### src/rtl/fifo_pkg.sv
`default_nettype none
// ============================================================================
//  Module      : fifo_pkg
//  Description : Shared types and helpers for the synchronous FIFO.
//                - fifo_status_t : bundled status flags for consumers that
//                                  pass FIFO status around as one value.
//                - next_ptr()    : modulo-DEPTH pointer increment. It wraps
//                                  correctly for non-power-of-two depths.
//  Revision    : 1.0 - initial release
// ============================================================================
package fifo_pkg;

    typedef struct packed {
        logic full;
        logic empty;
        logic almost_full;
        logic almost_empty;
        logic overflow;
        logic underflow;
    } fifo_status_t;

    // The wrap test uses >= rather than == so that an out-of-range pointer
    // recovers to 0 instead of running away.
    function automatic logic [31:0] next_ptr(input logic [31:0] ptr,
                                             input int unsigned depth);
        if (ptr >= (depth - 32'd1)) begin
            return 32'd0;
        end
        return ptr + 32'd1;
    endfunction

endpackage : fifo_pkg
`default_nettype wire

### src/rtl/fifo_ptr.sv
`default_nettype none
// ============================================================================
//  Module      : fifo_ptr
//  Description : Wrapping pointer counter, 0 .. DEPTH-1.
//                The FIFO uses one instance as the write pointer and one as
//                the read pointer.
//  Ports       : clock - sole clock (posedge)
//                reset - asynchronous active-high reset, ptr -> 0
//                clear - synchronous flush, ptr -> 0, overrides inc
//                inc   - advance the pointer by one, modulo DEPTH
//                ptr   - current pointer value
//  Revision    : 1.0 - initial release
// ============================================================================
module fifo_ptr
    import fifo_pkg::*;
#(
    parameter int DEPTH = 16,
    parameter int AW    = $clog2(DEPTH)
) (
    input  logic          clock,
    input  logic          reset,
    input  logic          clear,
    input  logic          inc,
    output logic [AW-1:0] ptr
);

    logic [AW-1:0] r_ptr;

    always_ff @(posedge clock or posedge reset) begin
        if (reset) begin
            r_ptr <= '0;
        end else if (clear) begin
            r_ptr <= '0;
        end else if (inc) begin
            r_ptr <= AW'(next_ptr(32'(r_ptr), DEPTH));
        end
    end

    assign ptr = r_ptr;

endmodule : fifo_ptr
`default_nettype wire

### src/rtl/fifo_sync.sv
`default_nettype none
// ============================================================================
//  Module      : fifo_sync
//  Description : Single-clock, first-word-fall-through FIFO with occupancy
//                count, full/empty and threshold flags, and registered
//                overflow/underflow error pulses.
//  Ports       : clock        - sole clock (posedge)
//                reset        - asynchronous active-high reset
//                clear        - synchronous flush, overrides we/re
//                we / data_in - push request and the word to push
//                re           - pop request (consumes the head word)
//                data_out     - head word, 0 when empty (combinational)
//                full / empty - count == DEPTH / count == 0
//                almost_full  - count >= AF_LEVEL
//                almost_empty - count <= AE_LEVEL
//                count        - occupancy, 0 .. DEPTH
//                overflow     - one-cycle pulse after a rejected push
//                underflow    - one-cycle pulse after a rejected pop
//  Revision    : 1.0 - initial release
// ============================================================================
module fifo_sync
    import fifo_pkg::*;
#(
    parameter int DW       = 8,
    parameter int DEPTH    = 16,
    parameter int AF_LEVEL = DEPTH - 2,
    parameter int AE_LEVEL = 1,
    parameter int AW       = $clog2(DEPTH),
    parameter int CW       = $clog2(DEPTH + 1)
) (
    input  logic          clock,
    input  logic          reset,
    input  logic          clear,
    input  logic          we,
    input  logic [DW-1:0] data_in,
    input  logic          re,
    output logic [DW-1:0] data_out,
    output logic          full,
    output logic          empty,
    output logic          almost_full,
    output logic          almost_empty,
    output logic [CW-1:0] count,
    output logic          overflow,
    output logic          underflow
);

    localparam logic [CW-1:0] c_full_cnt = CW'(DEPTH);
    localparam logic [CW-1:0] c_af_cnt   = CW'(AF_LEVEL);
    localparam logic [CW-1:0] c_ae_cnt   = CW'(AE_LEVEL);

    logic [DW-1:0] r_mem [DEPTH];
    logic [AW-1:0] w_wr_ptr;
    logic [AW-1:0] w_rd_ptr;
    logic [CW-1:0] r_count;
    logic          r_overflow;
    logic          r_underflow;

    logic          w_full;
    logic          w_empty;
    logic          w_push_ok;
    logic          w_pop_ok;
    fifo_status_t  w_status;

    assign w_full  = (r_count == c_full_cnt);
    assign w_empty = (r_count == '0);

    // A push into a full FIFO is still accepted when a pop frees the head
    // slot on the same edge. A pop from an empty FIFO is always rejected,
    // even when a push arrives on the same edge.
    assign w_push_ok = we && (!w_full || re);
    assign w_pop_ok  = re && !w_empty;

    fifo_ptr #(
        .DEPTH (DEPTH),
        .AW    (AW)
    ) u_wr_ptr (
        .clock (clock),
        .reset (reset),
        .clear (clear),
        .inc   (w_push_ok),
        .ptr   (w_wr_ptr)
    );

    fifo_ptr #(
        .DEPTH (DEPTH),
        .AW    (AW)
    ) u_rd_ptr (
        .clock (clock),
        .reset (reset),
        .clear (clear),
        .inc   (w_pop_ok),
        .ptr   (w_rd_ptr)
    );

    // Storage is not reset. When full with a simultaneous push and pop,
    // wr_ptr equals rd_ptr; the head has already been consumed on that
    // edge, so overwriting that slot is safe.
    always_ff @(posedge clock) begin
        if (w_push_ok && !clear) begin
            r_mem[w_wr_ptr] <= data_in;
        end
    end

    always_ff @(posedge clock or posedge reset) begin
        if (reset) begin
            r_count     <= '0;
            r_overflow  <= 1'b0;
            r_underflow <= 1'b0;
        end else if (clear) begin
            r_count     <= '0;
            r_overflow  <= 1'b0;
            r_underflow <= 1'b0;
        end else begin
            if (w_push_ok && !w_pop_ok) begin
                r_count <= r_count + CW'(1);
            end else if (w_pop_ok && !w_push_ok) begin
                r_count <= r_count - CW'(1);
            end
            r_overflow  <= we && !w_push_ok;
            r_underflow <= re && !w_pop_ok;
        end
    end

    assign w_status = '{
        full:         w_full,
        empty:        w_empty,
        almost_full:  (r_count >= c_af_cnt),
        almost_empty: (r_count <= c_ae_cnt),
        overflow:     r_overflow,
        underflow:    r_underflow
    };

    assign data_out     = w_empty ? '0 : r_mem[w_rd_ptr];
    assign full         = w_status.full;
    assign empty        = w_status.empty;
    assign almost_full  = w_status.almost_full;
    assign almost_empty = w_status.almost_empty;
    assign overflow     = w_status.overflow;
    assign underflow    = w_status.underflow;
    assign count        = r_count;

endmodule : fifo_sync
`default_nettype wire
### config.mk
export PLATFORM = sky130hd
export DESIGN_NAME = fifo_sync
export DESIGN_NICKNAME = d
export VERILOG_FILES = /design/src/rtl/fifo_pkg.sv /design/src/rtl/fifo_ptr.sv /design/src/rtl/fifo_sync.sv
export SDC_FILE = /design/constraint.sdc
export NUM_CORES = 1
export LEC_CHECK = 0
export CAP_MARGIN = 5
export CORE_MARGIN = 1.5
export CORE_UTILIZATION = 45
export CTS_BUF_LIST = sky130_fd_sc_hd__clkbuf_4 sky130_fd_sc_hd__clkbuf_8
export CTS_CLUSTER_SIZE = 14
export DETAILED_ROUTE_END_ITERATION = 16
export DONT_BUFFER_PORTS = 1
export PLACE_DENSITY_LB_ADDON = 0.08
export SLEW_MARGIN = 20
export SYNTH_ARGS = -nofsm -noshare
export SYNTH_HDL_FRONTEND = slang
export SYNTH_SLANG_ARGS = --single-unit
### constraint.sdc
create_clock -name clock -period 3.5 [get_ports clock]
set_clock_uncertainty 0.15 [all_clocks]
set_input_delay 0.35 -clock clock [delete_from_list [all_inputs] [get_ports clock]]
set_output_delay 0.35 -clock clock [all_outputs]
set_load 0.03 [all_outputs]
After elaboration in Yosys (flattened, before gate mapping)
Memories as Yosys holds them, arrays and structs flattened.
Index checks and enable logic that the tools add are counted.

cells by class
  add/subtract/negate cells = 4
  magnitude comparators = 4
  eq/ne operators = 1
  mux-type cells = 22
  reduce and logical (&&, ||, !) cells = 17

operators by type and width
  operator                                                                          count
  4-bit two-way mux                                                                 8
  5-bit two-way mux                                                                 3
  1-bit two-way mux                                                                 10
  4-bit by 1-bit adder with 4-bit output, second input constant                     2
  4-bit >= comparator, second input constant                                        2
  8-bit two-way mux                                                                 1
  1-bit logical AND                                                                 7
  5-bit by 1-bit adder with 5-bit output, second input constant                     1
  5-bit equality test, second input constant                                        1
  5-bit by 4-bit >= comparator with 1-bit output, second input constant             1
  5-bit by 1-bit less-or-equal comparator with 1-bit output, second input constant  1
  1-bit logical NOT                                                                 5
  5-bit logical NOT                                                                 1
  5-bit by 1-bit subtractor with 5-bit output, second input constant                1
  2-bit nonzero test                                                                2
  3-bit nonzero test                                                                1
  1-bit logical OR                                                                  1

storage, ports and cells
  bits in registers = 15
  RAM bits = 128
  bits of input ports = 13
  output and inout bits = 19
  word-level logic and storage cells = 54
  memories kept = 1

memories
  memory  words  width  read ports  clocked after memory_dff  write ports  RTL line         RTL
  r_mem   16     8      1           0                         1            fifo_sync.sv:51  logic [DW-1:0] r_mem [DEPTH];

Logic depth before layout (Yosys ltp)
Gate-level depths: netlist (run 1).

  depth after elaboration = 9
  depth in mapped cells = 8
  mapped depth without buffers = 8

Cells and area by module
A second synthesis (run 1) with hierarchy kept.

unflattened totals
  cells, all modules = 343
  area, all modules = 5,999.5 sq um

by module, submodules not included
  module     times used  cells an instance  area each (sq um)  seq. area each (sq um)
  fifo_sync  1           301                5,596.6            4,018.9
  fifo_ptr   2           21                 201.4              100.1

Worst setup path after synthesis (run 1)
OpenSTA, ideal clock, no wires.

  path kind = register -> register
  start = register r_count[0], in the netlist count[0]
  end = memory r_mem[1][0] (enable)
  library setup time = 0.383 ns
  arrival time = 2.350 ns
  required time = 2.967 ns
  path slack = 0.617 ns
  cell stages (with the launch flop) = 8
  buffers on the path = 0
  period minus slack after synthesis = 2.883 ns
  cell sequence = dfrtp_1 -> inv_1 -> ha_1 -> nand3_1 -> inv_1 -> a21oi_1 -> nand2_1 -> nor3_1

on the way
  cells in the longest elaborated chain, start to end = 7

ends and longest elaborated chain
  what                                     RTL line          RTL
  start: declaration                       fifo_sync.sv:54   logic [CW-1:0] r_count;
  start signal: assignment                 fifo_sync.sv:115  r_count <= r_count + CW'(1);
  start signal: assignment                 fifo_sync.sv:117  r_count <= r_count - CW'(1);
  5-bit equality test                      fifo_sync.sv:64   assign w_full = (r_count == c_full_cnt);
  net full                                 fifo_sync.sv:38   output logic full,
  1-bit logical NOT                        fifo_sync.sv:70   assign w_push_ok = we && (!w_full || re);
  1-bit logical OR                         fifo_sync.sv:70
  1-bit logical AND                        fifo_sync.sv:70
  1-bit logical AND                        fifo_sync.sv:99   if (w_push_ok && !clear) begin
  1-bit two-way mux                        fifo_sync.sv:99
  1-bit two-way mux (not written as such)  fifo_sync.sv:100  r_mem[w_wr_ptr] <= data_in;
  end: declaration                         fifo_sync.sv:51

The timed path passes the listed nets, and every way through them passes these cells.

Final worst setup path (run 1)
  start = register u_rd_ptr.r_ptr[0], in the netlist u_rd_ptr.ptr[0]
  end = output port data_out[2]

on the way
  cells in the longest elaborated chain, start to end = 2

ends and longest elaborated chain
  what                      RTL line          RTL
  start: declaration        fifo_ptr.sv:27    logic [AW-1:0] r_ptr;
  start signal: assignment  fifo_ptr.sv:35    r_ptr <= AW'(next_ptr(32'(r_ptr), DEPTH));
  memory read 16 x 8 bit    -
  8-bit two-way mux         fifo_sync.sv:133  assign data_out = w_empty ? '0 : r_mem[w_rd_ptr];
  end: declaration          fifo_sync.sv:37   output logic [DW-1:0] data_out,

No other way between the ends.

==> results of run 1 <==
-- per-layer routing --
layer | global-route usage [%] | routed length, µm | vias up
met4 | 8.057 | 306 | 2
met1 | 29.25 | 5958 | 1575
met5 | 0 | 16 | -
met3 | 4.778 | 602 | 27
li1 | - | - | 1349
met2 | 26.09 | 5535 | 73
-- flip-flops by register name, summed over array words and instances (netlist names) --
signal        count
r_mem           128
underflow         1
u_wr_ptr.ptr      4
count             5
u_rd_ptr.ptr      4
overflow          1
-- through the flow --
step	total power (µW)	worst slack, ns	area, µm²	util (%)	hold WS (ns)
finish	4576	0.2347	6833	52.01	0.05489
global route	4783	0.07646	6833	52.01	0.06782
CTS	4617	0.1558	6833	52.01	0.02529
detailed placement	3213	0.4671	6296	47.92	0.2121
global placement	3212	0.3693	6296	47.92	0.1969
floorplan	2989	0.6168	6000	-	0.1015
-- repair_timing --
| item | CTS | global route |
|---|---|---|
| hold buffers | 12 | 0 |
| resized for setup | 0 | 0 |
| hold endpoints to repair | 158 | 0 |
-- placed cells by master (no fill, tap or decap), types with 2 or more instances in the layout --
cell / instances
nor2_1: 22
mux4_2: 40
mux2i_1: 3
a21oi_1: 7
ha_1: 10
o21ai_0: 5
xnor2_1: 5
bufinv_16: 3
nor3_1: 6
clkinv_2: 2
inv_6: 4
dlygate4sd3_1: 12
buf_4: 22
clkinv_4: 2
nand2_1: 11
nor2b_1: 8
or2_2: 2
o21ai_1: 2
clkinvlp_4: 2
inv_1: 10
clkbuf_8: 17
dfrtp_1: 14
nand3_1: 3
nor4_1: 2
edfxtp_1: 128
nand2b_1: 3
xor2_1: 3
o211ai_1: 3
-- power groups by stage --
stage,clock network [µW],logic (µW),registers (µW)
after floorplan,0,965,2020
after global placement,0,1160,2060
after detailed placement,0,1160,2060
after CTS,1400,1200,2020
after global routing,1480,1270,2030
final,1370,1190,2020
-- cell families after synthesis --
logic type                 synth area share (%)
adders and majority gates                 2.086
AOI/OAI and AO/OA                         3.128
and+or+nand+nor                           5.276
buffers and inverters                     2.503
xor gates and xnor gates                  1.168
DFF                                       70.32
muxes                                     15.52
-- worst paths after layout --
path,end
max in group asynchronous,u_rd_ptr.ptr[0]
min in group asynchronous,u_wr_ptr.ptr[0]
worst min-delay path,u_wr_ptr.ptr[2]
worst max register to register,r_mem[13][6]
worst min register to register,u_wr_ptr.ptr[1]
worst max-delay path,data_out[2]
-- cell usage after synthesis (2+ instances only) --
master	number	share of area, %
ha_1	10	2.1
buf_6	5	0.94
xnor2_1	5	0.73
a21oi_1	7	0.58
buf_2	3	0.25
edfxtp_1	128	64
mux4_2	40	15
nor2b_1	8	0.83
nand3_1	3	0.25
nand2_1	11	0.69
o21ai_0	5	0.42
inv_1	10	0.63
o21ai_1	2	0.17
nor2_1	23	1.4
o211ai_1	3	0.38
clkbuf_1	6	0.38
nor3_1	6	0.50
nand2b_1	3	0.31
xor2_1	3	0.44
or2_2	2	0.21
nor4_1	2	0.21
dfrtp_1	15	6.3
mux2i_1	3	0.50
-- final cells by class --
cell class | instances | area, µm²
Fill cell | 1094 | 6305
Sequential cell | 143 | 4220
Multi-Input combinational cell | 152 | 1633
Timing Repair Buffer | 35 | 305.3
Clock buffer | 17 | 234.0
Tap cell | 176 | 220.2
Clock inverter | 15 | 182.7
Inverter | 10 | 37.54
-- critical path, cell delays in order (launching register included) --
cell	delay, ns
dfrtp_2	0.74
buf_12	0.27
mux4_2	0.53
mux4_2	0.50
nor2b_1	0.25
==> results.json, run 1 <==
{
  "status": "finished clean",
  "path_class": "reg2out",
  "htree_levels": 4,
  "chipHeight_um": 118.5,
  "worst_pin_slew_ns": 0.7990,
  "seq_power_share_pct": 44.1,
  "dp_hpwl_um": 8146,
  "powerDensity_mw_per_mm2": 669.6,
  "antenna_left": 0,
  "r2r_cells": 6,
  "required_ns": 3.00,
  "path_max_fanout": 19,
  "totalWireLength_um": 12420,
  "start_util_pct": 45.67,
  "grt_overflow": 0,
  "p_sw_uw": 1458,
  "vias": 3026,
  "cts_buffers": 17,
  "p_int_uw": 3118,
  "r2r_slack_ns": 0.44,
  "core_area_mm2": 0.01314,
  "worstPathArrival_ns": 2.77,
  "port_buffers": 0,
  "num_io_pins": 32,
  "p_leak_uw": 0.002262,
  "place_inst": 504,
  "antenna_found_initial": 1,
  "p_comb_share_pct": 26.0,
  "tritoncts": "built",
  "cp-start-kind": "flop",
  "syn_area_mm2": 0.006000,
  "root_buffer": "clkbuf_8",
  "drv_slew": 0,
  "finalHoldViolCount": 0,
  "min_period_over_period_pct": 93.29,
  "grt_pass1_vias": 3033,
  "grt_max_degree": 36,
  "fin_cells": 548,
  "vdd_ir_drop_max_uv": 400.4,
  "nets": 382,
  "path_clk_slew_ns": 0.08,
  "p_clk_share_pct": 29.9,
  "min_from": "re",
  "swShare_pct": 31.86,
  "ys_types": 42,
  "diodes": 0,
  "setup-violations-final": 0,
  "insertion_delay_ns": 0.45,
  "dr.pass1.iters": 4,
  "r2r_start": "count[2]",
  "syn_nets": 345,
  "yosysSeqAreaShare_pct": 70.32,
  "num_rows": 42,
  "yosysWarnings": 0,
  "startpoint": "u_rd_ptr.ptr[0]",
  "drc_errors": 0,
  "maxCapViolCount": 0,
  "clockBufferDepth": 2,
  "min_period_ns": 3.265,
  "synthCells": 322,
  "avgSynthCellArea_um2": 18.63,
  "setup_tns_ns": 0,
  "dr.first_iter.drc_count": 339,
  "yosys_register_bits": 143,
  "grt_pass1_wl_um": 19060,
  "place_congestion": 0.7361,
  "slew_headroom_pct": 46.54,
  "wire_per_inst_um": 22.66,
  "die_area_mm2": 0.01403,
  "grt_setup_unrepaired": "false",
  "synth-edff-count": 128,
  "hold_depth": 3,
  "syn_to_final_growth_pct": 13.89,
  "max_freq_ghz": 0.3063,
  "post_cts_buffers": 0,
  "grt_use_total_pct": 19.10,
  "synthFlopType": "edfxtp_1",
  "via_per_inst": 5.522,
  "async_flop_share_pct": 10.49,
  "clkSinkCount": 143,
  "hold_class": "in2reg",
  "worstSetupEndpointType": "output pin",
  "drive_gt1_share_pct": 27.15,
  "die_x_um": 118.5
}
Power figures use the tool's default switching activity.
==> run 2: changes to the inputs <==
SYNTH_HIERARCHICAL = 1   (was default)
==> run 2 against run 1 <==
Effect of this change: non-clock buffer count is 8 higher; sequential power hardly changed; maximum frequency is 1.0% lower; worst hold slack worse by 0.019 ns; combinational power is 4% higher; core utilization is 0.35 points higher; sequential cell count stayed put; register-to-register slack better by 0.17 ns.
==> results.json, run 2 <==
{
  "status": "finished clean",
  "p_leak_uw": 0.002247,
  "synth_commonest_cells": "128 x edfxtp_1, 32 x mux4_2, 24 x nor2_1",
  "dr.pass1.iters": 5,
  "start_util_pct": 45.67,
  "ys_types": 37,
  "largest_reg_flops": 128,
  "grt_overflow": 0,
  "num_io_pins": 32,
  "finalHoldViolCount": 0,
  "grt_pass1_vias": 3354,
  "worstSetupEndpointType": "output pin",
  "regArea_mm2": 0.004222,
  "antenna_left": 0,
  "yosysWarnings": 6,
  "cpMaxStageDelayCell": "dfrtp_1",
  "synthFlopType": "edfxtp_1",
  "syn_area_mm2": 0.006000,
  "crit_chain": "inv_1 -> ha_1 -> or3b_1 -> or2_1 -> nand2_2 -> o22ai_1 -> buf_4",
  "diodes": 0,
  "post_cts_buffers": 0,
  "yosys_register_bits": 143,
  "cp-start-kind": "flop",
  "p_total_uw": 4466,
  "root_buffer": "clkbuf_8",
  "dp_hpwl_um": 7681,
  "nets": 409,
  "max_freq_ghz": 0.3031,
  "drv_slew": 0,
  "grt_use_total_pct": 18.75,
  "port_buffers": 0,
  "powerDensity_mw_per_mm2": 649.2,
  "die_x_um": 118.5,
  "vias": 3201,
  "clockBufferDepth": 2,
  "synthCells": 343,
  "final_cell_mix": "128 x edfxtp_1, 32 x mux4_2, 30 x buf_4",
  "worstPathArrival_ns": 2.80,
  "final_util_pct": 52.36,
  "avgSynthCellArea_um2": 17.49,
  "core_area_mm2": 0.01314,
  "synth_most_common_cell": "edfxtp_1",
  "slowest_delay_ns": 0.55,
  "wire_per_inst_um": 20.67,
  "num_rows": 42,
  "top_regs": "r_mem x128, count x5",
  "max_flop_register": "r_mem",
  "n_fill_cell": 1114,
  "maxCapViolCount": 0,
  "synth-edff-count": 128,
  "synth.area.top_cells": "edfxtp_1 64%, mux4_2 12%, dfrtp_1 6.3%",
  "drc_errors": 0,
  "min_period_ns": 3.299,
  "yosysTopAreaCell": "edfxtp_1",
  "synth.top_cell.area_share_pct": 64.07,
  "yosysSeqAreaShare_pct": 70.32,
  "mostFrequentLayoutCell": "edfxtp_1",
  "die_area_mm2": 0.01403,
  "dpl_cell_area_mm2": 0.006386,
  "path_max_fanout": 8,
  "tritoncts": "built",
  "worst_pin_slew_ns": 0.6485,
  "totalWireLength_um": 11950,
  "antenna_found_initial": 0,
  "path_clk_slew_ns": 0.07,
  "vdd_ir_drop_max_uv": 319.5,
  "slew_headroom_pct": 56.62,
  "drive_gt1_share_pct": 25.12,
  "grt_max_degree": 35,
  "place_congestion": 0.7892,
  "chipHeight_um": 118.5,
  "required_ns": 3.00,
  "hold_class": "in2reg",
  "insertion_delay_ns": 0.45,
  "multiInputGateArea_mm2": 0.001672,
  "dr.first_iter.drc_count": 279,
  "grt_pass1_wl_um": 19140,
  "path_class": "reg2out",
  "setup-violations-final": 0,
  "cts_buffers": 17,
  "syn_nets": 363,
  "fin_cells": 578,
  "htree_levels": 4,
  "min_period_over_period_pct": 94.26,
  "via_per_inst": 5.538,
  "setup_tns_ns": 0,
  "syn_to_final_growth_pct": 14.66,
  "clkSinkCount": 143,
  "place_inst": 534,
  "async_flop_share_pct": 10.49,
  "final_area_mm2": 0.006879
}
-- run 2: routing by layer --
layer | part of all wire [%] | track usage, % | routed length (µm) | vias to the layer above
met5 | 0 | 0 | 0 | -
met4 | 2.5 | 7.304 | 298 | 0
met3 | 4.4 | 5.405 | 521 | 25
met2 | 49 | 30.16 | 5881 | 83
met1 | 44 | 24.26 | 5244 | 1637
li1 | - | - | - | 1456
-- run 2: final cells by class --
| class | instances | area share [%] |
|---|---|---|
| Clock buffer | 18 | 3.510 |
| Clock inverter | 14 | 1.819 |
| Inverter | 9 | 0.4911 |
| Multi-Input combinational cell | 175 | 24.30 |
| Sequential cell | 143 | 61.37 |
| Tap cell | 176 | 3.201 |
| Timing Repair Buffer | 43 | 5.311 |
-- run 2: critical path: cells and delay by family, from the launching register on --
| kind | cells | cell delay (ns) |
|---|---|---|
| AOI/OAI and AO/OA | 1 | 0.13 |
| adders and majority gates | 1 | 0.17 |
| and+or+nand+nor | 3 | 1.09 |
| DFF | 1 | 0.55 |
| buffers and inverters | 2 | 0.41 |
-- run 2: report_power, final --
part	leakage (µW)	total, µW	switching [µW]	internal, µW
clock network	0.000189	1220	601	624
logic	0.000704	1240	705	532
registers	0.00135	2000	98.0	1910
-- run 2: worst paths after layout --
kind	start	endpoint	slack (ns)	cells after the start
worst max-delay path	count[0]	data_out[5]	0.20	7
worst min-delay path	clear	count[4]	0.04	4
worst max register to register	count[0]	r_mem[0][6]	0.61	7
worst min register to register	u_rd_ptr/ptr[1]	u_rd_ptr/ptr[1]	0.41	2
max in group asynchronous	reset	count[3]	2.79	2
min in group asynchronous	reset	u_wr_ptr/ptr[1]	0.12	2
-- run 2: kinds of logic after synthesis --
logic type	share of synthesized area, %
mux	15.18
compound gates	3.733
buf+inv	1.898
simple gates	6.820
fa+ha+maj	1.460
flops	70.32
xor+xnor	0.5840
-- run 2: repair_timing --
item / 4_1_cts / 5_1_grt
hold endpoints to repair: 158 / 0
hold buffers: 12 / 0
setup endpoints to repair: 0 / 8
gates resized for setup: 0 / 2
-- run 2: metrics by stage --
| stage | hold slack [ns] | setup slack (ns) |
|---|---|---|
| after floorplan | -0.03392 | 0.5087 |
| after detailed placement | -0.01703 | 0.5414 |
| after global placement | -0.02023 | 0.6056 |
| after global routing | 0.05168 | -0.004825 |
| final | 0.03610 | 0.2008 |
| after CTS | 0.01181 | 0.03472 |
==> run 3: changes to the inputs <==
CAP_MARGIN = default   (was 5)
CELL_PAD_IN_SITES_DETAIL_PLACEMENT = 1   (was default)
CELL_PAD_IN_SITES_GLOBAL_PLACEMENT = 2   (was default)
CORE_UTILIZATION = 30   (was 45)
==> run 3 against run 2 <==
Effect of this change: cell count rose by 16%; setup slack improved by 0.033 ns; clock power rose by 16%; worst hold slack got worse by 0.0022 ns; sequential cell count did not move.
==> results.json, run 3 (synthesized netlist as in run 2, its figures left out) <==
{
  "status": "finished clean",
  "dr.first_iter.drc_count": 209,
  "met3_usage_pct": 3.808,
  "drc_errors": 0,
  "p_total_uw": 4727,
  "slew_headroom_pct": 39.10,
  "root_buffer": "clkbuf_8",
  "r2r_slack_ns": 0.61,
  "n_fill_cell": 2011,
  "max_freq_ghz": 0.3061,
  "path_class": "reg2out",
  "syn_to_final_growth_pct": 17.83,
  "die_area_mm2": 0.02086,
  "drive_gt1_share_pct": 26.30,
  "num_rows": 51,
  "cpMaxStageDelayCell": "dfrtp_2",
  "insertion_delay_ns": 0.45,
  "wire_per_inst_um": 22.58,
  "grt_pass1_wl_um": 22310,
  "grt_use_total_pct": 15.55,
  "setup-violations-final": 0,
  "post_cts_buffers": 0,
  "max_flop_register": "r_mem",
  "start_util_pct": 30.73,
  "path_clk_slew_ns": 0.09,
  "slowest_delay_ns": 0.52,
  "maxCapViolCount": 0,
  "p_leak_uw": 0.002280,
  "top_regs": "r_mem x128, count x5",
  "diodes": 0,
  "grt_pass1_vias": 3441,
  "dp_hpwl_um": 9734,
  "powerDensity_mw_per_mm2": 668.7,
  "setup_tns_ns": 0,
  "crit_chain": "inv_1 -> ha_1 -> or3b_1 -> or2_1 -> nand2b_2 -> o22ai_1 -> buf_4",
  "drv_slew": 0,
  "worst_pin_slew_ns": 0.9136,
  "required_ns": 3.00,
  "cpLargestDelayFamily": "simple AND/OR/NAND/NOR gates",
  "final_util_pct": 36.20,
  "die_x_um": 144.4,
  "path_buf_inv": 2,
  "vdd_ir_drop_max_uv": 311.5,
  "finalHoldViolCount": 0,
  "cp-start-kind": "flop",
  "grtUsageMet2_pct": 25.81,
  "dpl_cell_area_mm2": 0.006518,
  "mostFrequentLayoutCell": "edfxtp_1",
  "min_period_ns": 3.266,
  "path_max_fanout": 8,
  "largest_reg_flops": 128,
  "dr.pass1.iters": 4,
  "place_congestion": 0.6814,
  "final_area_mm2": 0.007069,
  "grt_setup_unrepaired": "false",
  "totalWireLength_um": 15080,
  "grt_max_degree": 37,
  "grt-busiest-layer": "met2",
  "worstPathArrival_ns": 2.77,
  "port_buffers": 0,
  "grt_overflow": 0,
  "tritoncts": "built",
  "final_cell_mix": "128 x edfxtp_1, 32 x mux4_2, 30 x buf_4",
  "via_per_inst": 4.750,
  "core_area_mm2": 0.01953,
  "clockBufferDepth": 2,
  "worstSetupEndpointType": "output pin",
  "antenna_left": 0,
  "hold_class": "in2reg",
  "use_met1_pct": 20.18,
  "antenna_found_initial": 0,
  "nets": 410,
  "htree_levels": 4,
  "clkSinkCount": 143,
  "cts_buffers": 17,
  "vias": 3173,
  "min_period_over_period_pct": 93.33,
  "num_io_pins": 32,
  "chipHeight_um": 144.4
}
==> run 3: repair_timing <==
action / 4_1_cts / 5_1_grt
endpoints found under the setup margin: 1 / 2
endpoints found under the hold margin: 158 / 0
gates resized for setup: 1 / 2
pin swaps: 0 / 0
hold buffers: 12 / 0
==> run 3: per-stage QoR <==
| step | cells | setup WS, ns | hold WS [ns] |
|---|---|---|---|
| 6_report | 668 | 0.2336 | 0.03389 |
| 5_1_grt | 668 | 0.1012 | 0.01865 |
| 2_1_floorplan | 343 | 0.5087 | -0.03392 |
| 3_3_place_gp | 624 | 0.5239 | -0.004253 |
| 4_1_cts | 668 | 0.08778 | 0.0006479 |
| 3_5_place_dp | 624 | 0.4223 | -0.001142 |
==> run 3: per-layer routing <==
metal | part of all wire [%] | vias to the layer above | wire (µm)
met5 | 0 | - | 0
met4 | 0.88 | 0 | 132
met3 | 3.2 | 9 | 478
met2 | 49 | 47 | 7382
met1 | 47 | 1665 | 7090
li1 | - | 1452 | -
==> run 3: worst paths after layout <==
| kind | startpoint | end | depth (start not counted) |
|---|---|---|---|
| worst min register to register | u_wr_ptr/ptr[0] | u_wr_ptr/ptr[0] | 2 |
| worst max-delay path | count[0] | data_out[6] | 7 |
| worst max register to register | count[0] | r_mem[0][1] | 7 |
| min in group asynchronous | reset | u_wr_ptr/ptr[0] | 2 |
| worst min-delay path | clear | count[4] | 4 |
| max in group asynchronous | reset | count[0] | 2 |
==> run 3: power by group <==
part | switching (µW) | internal, µW
Sequential | 85.1 | 1910
Combinational | 784 | 541
Clock | 683 | 728
Total | 1550 | 3180
==> run 3: area by class of cell <==
type | count | area [µm²] | area share [%]
Timing Repair Buffer | 44 | 385.4 | 5.451
Clock inverter | 14 | 183.9 | 2.602
Clock buffer | 18 | 241.5 | 3.416
Sequential cell | 143 | 4222 | 59.72
Multi-Input combinational cell | 175 | 1672 | 23.65
Tap cell | 265 | 331.6 | 4.690
Inverter | 9 | 33.78 | 0.4779
==> run 3: worst reg2reg max path, stage by stage (launching register included) <==
cell     delay (ns)
dfrtp_2        0.52
inv_1          0.16
ha_1           0.23
or3b_1         0.36
o21ai_0        0.23
or4_1          0.56
nor3_1         0.18
buf_4          0.20
